--- config.mk ---
export PLATFORM = sky130hd
export DESIGN_NAME = dlc_tx_mac
export DESIGN_NICKNAME = d
export VERILOG_FILES = /design/src/rtl/dlc_tx_mac_pkg.sv /design/src/rtl/dlc_tx_buffer.sv /design/src/rtl/dlc_tx_mac.sv
export SDC_FILE = /design/constraint.sdc
export NUM_CORES = 2
export LEC_CHECK = 0
export ABC_AREA = 1
export BUFFER_PORTS_ARGS = -buffer_cell sky130_fd_sc_hd__buf_2
export CORE_MARGIN = 5
export CORE_UTILIZATION = 55
export CTS_CLUSTER_DIAMETER = 80
export CTS_CLUSTER_SIZE = 25
export DETAILED_ROUTE_END_ITERATION = 16
export GPL_ROUTABILITY_DRIVEN = 0
export PLACE_DENSITY_LB_ADDON = 0.1
export SETUP_SLACK_MARGIN = 0.05
export SLEW_MARGIN = 15
export SYNTH_ARGS = -nofsm -noshare
export SYNTH_HDL_FRONTEND = slang
export SYNTH_SLANG_ARGS = --single-unit
export TNS_END_PERCENT = 5
--- constraint.sdc ---
create_clock -name clk_40mhz -period 3.7 [get_ports clk_40mhz]
set_clock_uncertainty 0.15 [all_clocks]
set_input_delay 0.185 -clock clk_40mhz [delete_from_list [all_inputs] [get_ports clk_40mhz]]
set_output_delay 0.185 -clock clk_40mhz [all_outputs]
set_load 0.02 [all_outputs]
--- src/rtl/dlc_tx_mac_pkg.sv ---
// dlc_tx_mac_pkg: shared definitions for the DLC transmit MAC.
//   state_t      - transmit controller states (3-bit encoding)
//   BACKOFF_CAP  - ceiling on the backoff exponent
//   LFSR_SEED    - reset value of the backoff LFSR
//   lfsr_next    - one step of the 16-bit Fibonacci LFSR (taps 16,14,13,11)
//   backoff_mask - (1 << min(n, BACKOFF_CAP)) - 1
package dlc_tx_mac_pkg;

  typedef enum logic [2:0] {
    IDLE        = 3'd0,
    LOAD        = 3'd1,
    WAIT_IB     = 3'd2,
    SEND        = 3'd3,
    WAIT_RESULT = 3'd4,
    COLLIDE     = 3'd5,
    BACKOFF     = 3'd6
  } state_t;

  localparam int unsigned BACKOFF_CAP = 10;
  localparam logic [15:0] LFSR_SEED   = 16'hACE1;

  function automatic logic [15:0] lfsr_next(input logic [15:0] s);
    return {s[0] ^ s[2] ^ s[3] ^ s[5], s[15:1]};
  endfunction

  // The bit loop caps the exponent at BACKOFF_CAP without a separate min().
  function automatic logic [BACKOFF_CAP-1:0] backoff_mask(input int unsigned attempts);
    logic [BACKOFF_CAP-1:0] m;
    m = '0;
    for (int unsigned i = 0; i < BACKOFF_CAP; i++) begin
      if (i < attempts) m[i] = 1'b1;
    end
    return m;
  endfunction

endpackage

--- src/rtl/dlc_tx_buffer.sv ---
// dlc_tx_buffer: MAX_LEN x 8 frame buffer, single write port, registered read.
//   clk, reset          - clock; reset clears only the read register
//   wr_en/wr_addr/wr_data
//   rd_en/rd_addr       - rd_data updates on the edge where rd_en is high
//   rd_data             - registered read data (drives D_TX directly)
module dlc_tx_buffer #(
  parameter int unsigned MAX_LEN = 256,
  parameter int unsigned AW      = $clog2(MAX_LEN)
) (
  input  logic          clk,
  input  logic          reset,
  input  logic          wr_en,
  input  logic [AW-1:0] wr_addr,
  input  logic [7:0]    wr_data,
  input  logic          rd_en,
  input  logic [AW-1:0] rd_addr,
  output logic [7:0]    rd_data
);

  logic [7:0] mem [MAX_LEN];

  always_ff @(posedge clk) begin
    if (wr_en) mem[wr_addr] <= wr_data;
  end

  always_ff @(posedge clk) begin
    if (reset)      rd_data <= '0;
    else if (rd_en) rd_data <= mem[rd_addr];
  end

endmodule

--- src/rtl/dlc_tx_mac.sv ---
// dlc_tx_mac: DLC-side transmit controller for one PHY channel.
// Buffers one frame, waits for IFG_CYCLES of idle bus, paces bytes to the PHY
// one per BYTE_PERIOD cycles, and retries collisions with truncated binary
// exponential backoff up to MAX_ATTEMPTS attempts.
// Ports:
//   clk_40mhz, reset (sync, active high)
//   up_data/up_valid/up_last/up_ready - packet source byte stream
//   D_TX/D_TX_ready                   - byte and one-cycle strobe to the PHY
//   CD, TX_success, IB                - PHY collision, success, idle bus
//   tx_done/tx_fail                   - one-cycle frame outcome pulses
//   busy                              - controller not in IDLE
// Optional: define DLC_TX_STATS_EN to add saturating counters
//   frames_ok, frames_failed, collisions.
module dlc_tx_mac
  import dlc_tx_mac_pkg::*;
#(
  parameter int unsigned MAX_LEN        = 256,
  parameter int unsigned BYTE_PERIOD    = 20,
  parameter int unsigned IFG_CYCLES     = 40,
  parameter int unsigned SLOT_CYCLES    = 512,
  parameter int unsigned MAX_ATTEMPTS   = 16,
  parameter int unsigned RESULT_TIMEOUT = 200
) (
  input  logic        clk_40mhz,
  input  logic        reset,
  input  logic [7:0]  up_data,
  input  logic        up_valid,
  input  logic        up_last,
  output logic        up_ready,
  output logic [7:0]  D_TX,
  output logic        D_TX_ready,
  input  logic        CD,
  input  logic        TX_success,
  input  logic        IB,
  output logic        tx_done,
  output logic        tx_fail,
  output logic        busy
`ifdef DLC_TX_STATS_EN
  ,
  output logic [15:0] frames_ok,
  output logic [15:0] frames_failed,
  output logic [15:0] collisions
`endif
);

  localparam int unsigned AW  = $clog2(MAX_LEN);
  localparam int unsigned LW  = AW + 1;
  localparam int unsigned PW  = $clog2(BYTE_PERIOD + 1);
  localparam int unsigned IW  = $clog2(IFG_CYCLES + 1);
  localparam int unsigned RW  = $clog2(RESULT_TIMEOUT + 1);
  localparam int unsigned ATW = $clog2(MAX_ATTEMPTS) + 1;
  localparam int unsigned BW  = $clog2(((2 ** BACKOFF_CAP) - 1) * SLOT_CYCLES + 1);

  state_t          state;
  logic [LW-1:0]   wr_ptr, rd_ptr, len, rd_ptr_inc;
  logic [PW-1:0]   pace;
  logic [IW-1:0]   idle_cnt;
  logic [RW-1:0]   res_cnt;
  logic [BW-1:0]   bo_cnt;
  logic [ATW-1:0]  attempt, attempt_n;
  logic [15:0]     lfsr;

  logic            accept, wr_full, start_tx, next_byte;
  logic            wr_en, rd_en;
  logic [AW-1:0]   wr_addr, rd_addr;

  assign busy       = (state != IDLE);
  assign accept     = up_valid && up_ready;
  assign wr_full    = (wr_ptr == LW'(MAX_LEN));
  assign rd_ptr_inc = rd_ptr + 1'b1;
  assign attempt_n  = attempt + 1'b1;

  // Buffer reads are issued on the same edge that raises D_TX_ready, so the
  // RAM output register is D_TX itself.
  assign start_tx  = (state == WAIT_IB) && IB && (idle_cnt == IW'(IFG_CYCLES - 1));
  assign next_byte = (state == SEND) && !CD && (pace == PW'(BYTE_PERIOD - 1));
  assign rd_en     = start_tx || next_byte;
  assign rd_addr   = start_tx ? '0 : rd_ptr_inc[AW-1:0];

  assign wr_en   = accept && ((state == IDLE) || ((state == LOAD) && !wr_full));
  assign wr_addr = (state == IDLE) ? '0 : wr_ptr[AW-1:0];

  dlc_tx_buffer #(
    .MAX_LEN (MAX_LEN),
    .AW      (AW)
  ) u_buf (
    .clk     (clk_40mhz),
    .reset   (reset),
    .wr_en   (wr_en),
    .wr_addr (wr_addr),
    .wr_data (up_data),
    .rd_en   (rd_en),
    .rd_addr (rd_addr),
    .rd_data (D_TX)
  );

  always_ff @(posedge clk_40mhz) begin
    if (reset) begin
      state      <= IDLE;
      up_ready   <= 1'b0;
      D_TX_ready <= 1'b0;
      tx_done    <= 1'b0;
      tx_fail    <= 1'b0;
      attempt    <= '0;
      wr_ptr     <= '0;
      rd_ptr     <= '0;
      len        <= '0;
      pace       <= '0;
      idle_cnt   <= '0;
      res_cnt    <= '0;
      bo_cnt     <= '0;
      lfsr       <= LFSR_SEED;
    end else begin
      lfsr       <= lfsr_next(lfsr);
      D_TX_ready <= 1'b0;
      tx_done    <= 1'b0;
      tx_fail    <= 1'b0;
      case (state)
        IDLE: begin
          up_ready <= 1'b1;
          if (accept) begin
            attempt <= '0;
            wr_ptr  <= LW'(1);
            // A single-byte frame completes on its first beat.
            if (up_last) begin
              len      <= LW'(1);
              up_ready <= 1'b0;
              idle_cnt <= '0;
              state    <= WAIT_IB;
            end else begin
              state <= LOAD;
            end
          end
        end
        LOAD: begin
          if (accept) begin
            if (!wr_full) wr_ptr <= rd_ptr_inc - rd_ptr + wr_ptr;
            if (up_last) begin
              len      <= wr_full ? LW'(MAX_LEN) : wr_ptr + 1'b1;
              up_ready <= 1'b0;
              idle_cnt <= '0;
              state    <= WAIT_IB;
            end
          end
        end
        WAIT_IB: begin
          if (!IB) begin
            idle_cnt <= '0;
          end else if (start_tx) begin
            rd_ptr     <= '0;
            pace       <= '0;
            D_TX_ready <= 1'b1;
            state      <= SEND;
          end else begin
            idle_cnt <= idle_cnt + 1'b1;
          end
        end
        SEND: begin
          if (CD) begin
            state <= COLLIDE;
          end else if ((pace == '0) && (rd_ptr == len - 1'b1)) begin
            res_cnt <= '0;
            state   <= WAIT_RESULT;
          end else if (next_byte) begin
            pace       <= '0;
            rd_ptr     <= rd_ptr_inc;
            D_TX_ready <= 1'b1;
          end else begin
            pace <= pace + 1'b1;
          end
        end
        WAIT_RESULT: begin
          if (CD) begin
            state <= COLLIDE;
          end else if (TX_success) begin
            tx_done  <= 1'b1;
            attempt  <= '0;
            wr_ptr   <= '0;
            up_ready <= 1'b1;
            state    <= IDLE;
          end else if (res_cnt == RW'(RESULT_TIMEOUT - 1)) begin
            state <= COLLIDE;
          end else begin
            res_cnt <= res_cnt + 1'b1;
          end
        end
        COLLIDE: begin
          if (attempt_n == ATW'(MAX_ATTEMPTS)) begin
            tx_fail  <= 1'b1;
            attempt  <= '0;
            wr_ptr   <= '0;
            up_ready <= 1'b1;
            state    <= IDLE;
          end else begin
            attempt <= attempt_n;
            bo_cnt  <= BW'(lfsr[BACKOFF_CAP-1:0] & backoff_mask(32'(attempt_n)))
                       * BW'(SLOT_CYCLES);
            state   <= BACKOFF;
          end
        end
        BACKOFF: begin
          // A zero-slot backoff still spends its one cycle here.
          if (bo_cnt <= BW'(1)) begin
            idle_cnt <= '0;
            state    <= WAIT_IB;
          end else begin
            bo_cnt <= bo_cnt - 1'b1;
          end
        end
        default: state <= IDLE;
      endcase
    end
  end

`ifdef DLC_TX_STATS_EN
  always_ff @(posedge clk_40mhz) begin
    if (reset) begin
      frames_ok     <= '0;
      frames_failed <= '0;
      collisions    <= '0;
    end else begin
      if (tx_done && (frames_ok != '1))       frames_ok     <= frames_ok + 1'b1;
      if (tx_fail && (frames_failed != '1))   frames_failed <= frames_failed + 1'b1;
      if ((state == COLLIDE) && (collisions != '1)) collisions <= collisions + 1'b1;
    end
  end
`endif

endmodule

==> flow_summary.json <==
{
  "core_area_mm2": 0.173,
  "r2r_start": "idle_cnt[0]",
  "swShare_pct": 23.1,
  "ff2ff_path_depth": 20,
  "maxCapViolCount": 0,
  "synth_simple_gate_area_share_pct": 23.7,
  "pwr-share-clk_pct": 34.0,
  "first_iter_violations": 8524,
  "fp-row-count": 153,
  "cp.required_ns": 4.28,
  "cp.arrival_ns": 4.21,
  "avgRoutedWirePerCell_um": 24.1,
  "root_buffer": "clkbuf_16",
  "grt_max_degree": 119,
  "netlist.area_leader.share_pct": 64.4,
  "synthTopCellsByArea": "edfxtp_1 (64%), nand3_1 (11%), nand2_1 (6.2%), inv_1 (4.7%), nand3b_1 (4.3%)",
  "drt-vias-per-instance": 5.86,
  "switching_power_uw": 10200,
  "grt_pass1_wl_um": 407000,
  "die_y_um": 427,
  "yosys.cell_count.top_type": "nand3_1",
  "pwr-share-seq_pct": 60.7,
  "async_reset_ff_share_pct": 0,
  "p_int_uw": 34000,
  "timing.fmax_mhz": 276,
  "synth_top_cells_by_count": "nand3_1 (2,058), edfxtp_1 (2,048), nand2_1 (1,574)",
  "min_path_type": "in -> reg",
  "antenna_found_initial": 3,
  "synth_nets": 8997,
  "slew_headroom_pct": 30.4,
  "slowest_delay_ns": 0.35,
  "r2r-end": "u_buf.rd_data[2]",
  "min_period_ns": 3.63,
  "first_pass_iters": 6,
  "status": "finished clean",
  "p_total_uw": 44200,
  "ys.flop_type": "edfxtp_1",
  "p_leak_uw": 0.0395,
  "clk_path_buf_depth": 3,
  "synth_xor_area_share_pct": 0.339,
  "finalSetupViolCount": 0,
  "critPathBufInv": 6,
  "netlist_area_mm2": 0.0955,
  "dieArea_mm2": 0.182,
  "timing.final.crit_share_pct": 98.0,
  "wirelength_um": 274000,
  "port_buffers": 27,
  "hold_viol": 0,
  "synth_warnings": 0,
  "cp-endpoint": "u_buf.rd_data[2]",
  "cp_num_cells": 20,
  "cts_max_level": 3,
  "start_kind": "flip-flop",
  "crit_start": "idle_cnt[0]",
  "drtAntennaViolNets": 0,
  "drive_gt1_share_pct": 8.12,
  "hpwlAfterDp_um": 165000,
  "comb_power_share_pct": 5.3,
  "synth_area_leader_cell": "edfxtp_1",
  "area_growth_pct": 9.42,
  "route.detailed.drc": 0,
  "ir_drop_v": 0.000475,
  "synth-edff-count": 2048,
  "synth_cells": 8963,
  "initial_utilization_pct": 55.1,
  "cts.clk_slew.worst_paths_ns": 0.10,
  "clkLatencyLatePin_ns": 0.81,
  "synth.mux.area_fraction_pct": 0,
  "path_cells": "ha_1 -> nand3_1 -> nor2_2 -> nand2_8 -> buf_12 -> nand2_8 -> inv_8 -> buf_12 -> buf_16 -> buf_4 -> nand3_1 -> nand3_1 -> nand3_1 -> nand3_1 -> nand3_1 -> nand3_2 -> nand3_1 -> nand3_1 -> nand2_1 -> inv_1",
  "ys_seq_area_share_pct": 66.5,
  "cp_slowest_cell": "dfxtp_1",
  "drv_slew": 0,
  "synth_top_family_by_area": "simple AND/OR/NAND/NOR gates",
  "tns_ns": 0,
  "die_w_um": 427,
  "fin_nets": 8970,
  "cts-buffers-inserted": 116,
  "endpoint_kind": "flip-flop",
  "crit_fanout": 46,
  "critical_path_class": "reg -> reg",
  "cts_tree": "yes",
  "powerDensity_mw_per_mm2": 423,
  "synthAdderAreaFrac_pct": 0.257,
  "cpLargestDelayFamily": "simple AND/OR/NAND/NOR gates",
  "yosys_register_bits": 2149,
  "grt_overflow_total": 0,
  "grt_pass1_vias": 63100,
  "syn_avg_cell_area_um2": 10.7,
  "path_common_cell": "nand3_1",
  "vias": 66600,
  "grtUsageTotal_pct": 29.7,
  "rsz0062_at_grt": "yes",
  "fin_hold_ws_ns": 0.247,
  "ys_types": 49,
  "worst_pin_slew_ns": 1.04,
  "io_pins": 28,
  "cts.sinks": 2149,
  "synth_compound_gate_area_share_pct": 1.72,
  "r2r_slack_ns": 0.07
}
## worst min-delay path: stages
cell and delay, ns:
dlygate4sd3_1 0.52, buf_2 0.15, nor4_1 0.06, inv_1 0.12, a21oi_1 0.10
## sequential cells by signal, indices dropped and copies added, names as in the netlist, 3 cells and up
| name | cells |
|---|---|
| rd_ptr | 9 |
| res_cnt | 8 |
| pace | 5 |
| wr_ptr | 9 |
| idle_cnt | 6 |
| u_buf.mem | 2048 |
| len | 9 |
| lfsr | 16 |
| u_buf.rd_data | 8 |
| bo_cnt | 19 |
| state | 3 |
| attempt | 5 |
## area by class of cell
cell class | count | area [um2]
antenna | 5 | 12.5
clock buffer | 125 | 2980
clock inverter | 79 | 916
fill | 14200 | 68700
inverter | 1204 | 4560
multi-input combinational | 5028 | 25100
sequential | 2149 | 63500
tap | 2325 | 2910
timing repair buffer | 437 | 4570
## how the worst min path moves through the flow
| stage | start | end | slack (ns) | cells past startpoint |
|---|---|---|---|---|
| final | CD | D_TX_ready | 0.25 | 5 |
| after CTS | CD | D_TX_ready | 0.21 | 5 |
| after global routing | up_data[4] | u_buf.mem[150][4] | 0.24 | 2 |
| after global placement | lfsr[12] | lfsr[11] | 0.24 | 1 |
| after floorplan | CD | tx_done | 0.11 | 1 |
| after detailed placement | lfsr[13] | lfsr[12] | 0.25 | 2 |
## power groups by stage
| stage | clock [uW] | combinational, uW | sequential [uW] |
|---|---|---|---|
| final | 15000 | 2340 | 26800 |
| after global routing | 16200 | 2540 | 26800 |
| after CTS | 15200 | 2330 | 26800 |
| after detailed placement | 0 | 2280 | 27300 |
| after global placement | 0 | 2230 | 27300 |
| after floorplan | 0 | 1110 | 27300 |
## what timing repair did
action	4_1_cts	5_1_grt
endpoints found under the setup margin	8	8
hold buffers	18	0
resized for setup	7	28
pin swaps	1	0
setup buffers	6	0
hold endpoints to repair	829	0
cloned	0	1
## through the flow
stage | area, um2 | cells | utilization [%] | setup WS (ns)
after global placement | 100000 | 11100 | 57.8 | -0.242
after detailed placement | 100000 | 11100 | 57.8 | -0.200
after global routing | 105000 | 11300 | 60.3 | 0.00170
final | 105000 | 11400 | 60.3 | 0.0734
after CTS | 104000 | 11300 | 60.2 | 0.0250
after floorplan | 95500 | 8963 | - | 0.675
## layer usage
metal | part of all wire, % | track usage [%]
met5 | 0 | 0
met4 | 4.3 | 11.8
met3 | 8.5 | 4.23
met2 | 47 | 46.8
met1 | 41 | 42.0
## cells by family (layout without fill, tap and decap cells)
logic type	Yosys count	in the layout
AND/OR/NAND/NOR	4714	4714
XOR/XNOR	37	37
buffers and inverters	1786	1845
flip-flops	2149	2149
other	0	5
adder cells (fa/ha/maj)	19	19
AO/OA/AOI/OAI	258	258
## placed cells by master, fill, tap and decap left out, drive strengths merged, types with 2 or more instances in the layout
cell type	n
a221oi	2
o21ai	66
o21bai	2
ha	18
nand3	2059
a21oi	71
or2	56
xor2	22
nor4	6
clkbuf	126
nand3b	549
a31oi	3
edfxtp	2048
o211ai	66
o21a	2
dlygate4sd3	18
nor3b	5
nand4	14
clkinvlp	6
nor3	21
buf	418
bufinv	8
o2111ai	28
diode	5
and3	3
clkinv	25
inv	1244
xnor2	15
nand2	1578
a31o	2
dfxtp	101
a211oi	10
nor2	421
Power figures use the tool's default switching activity.
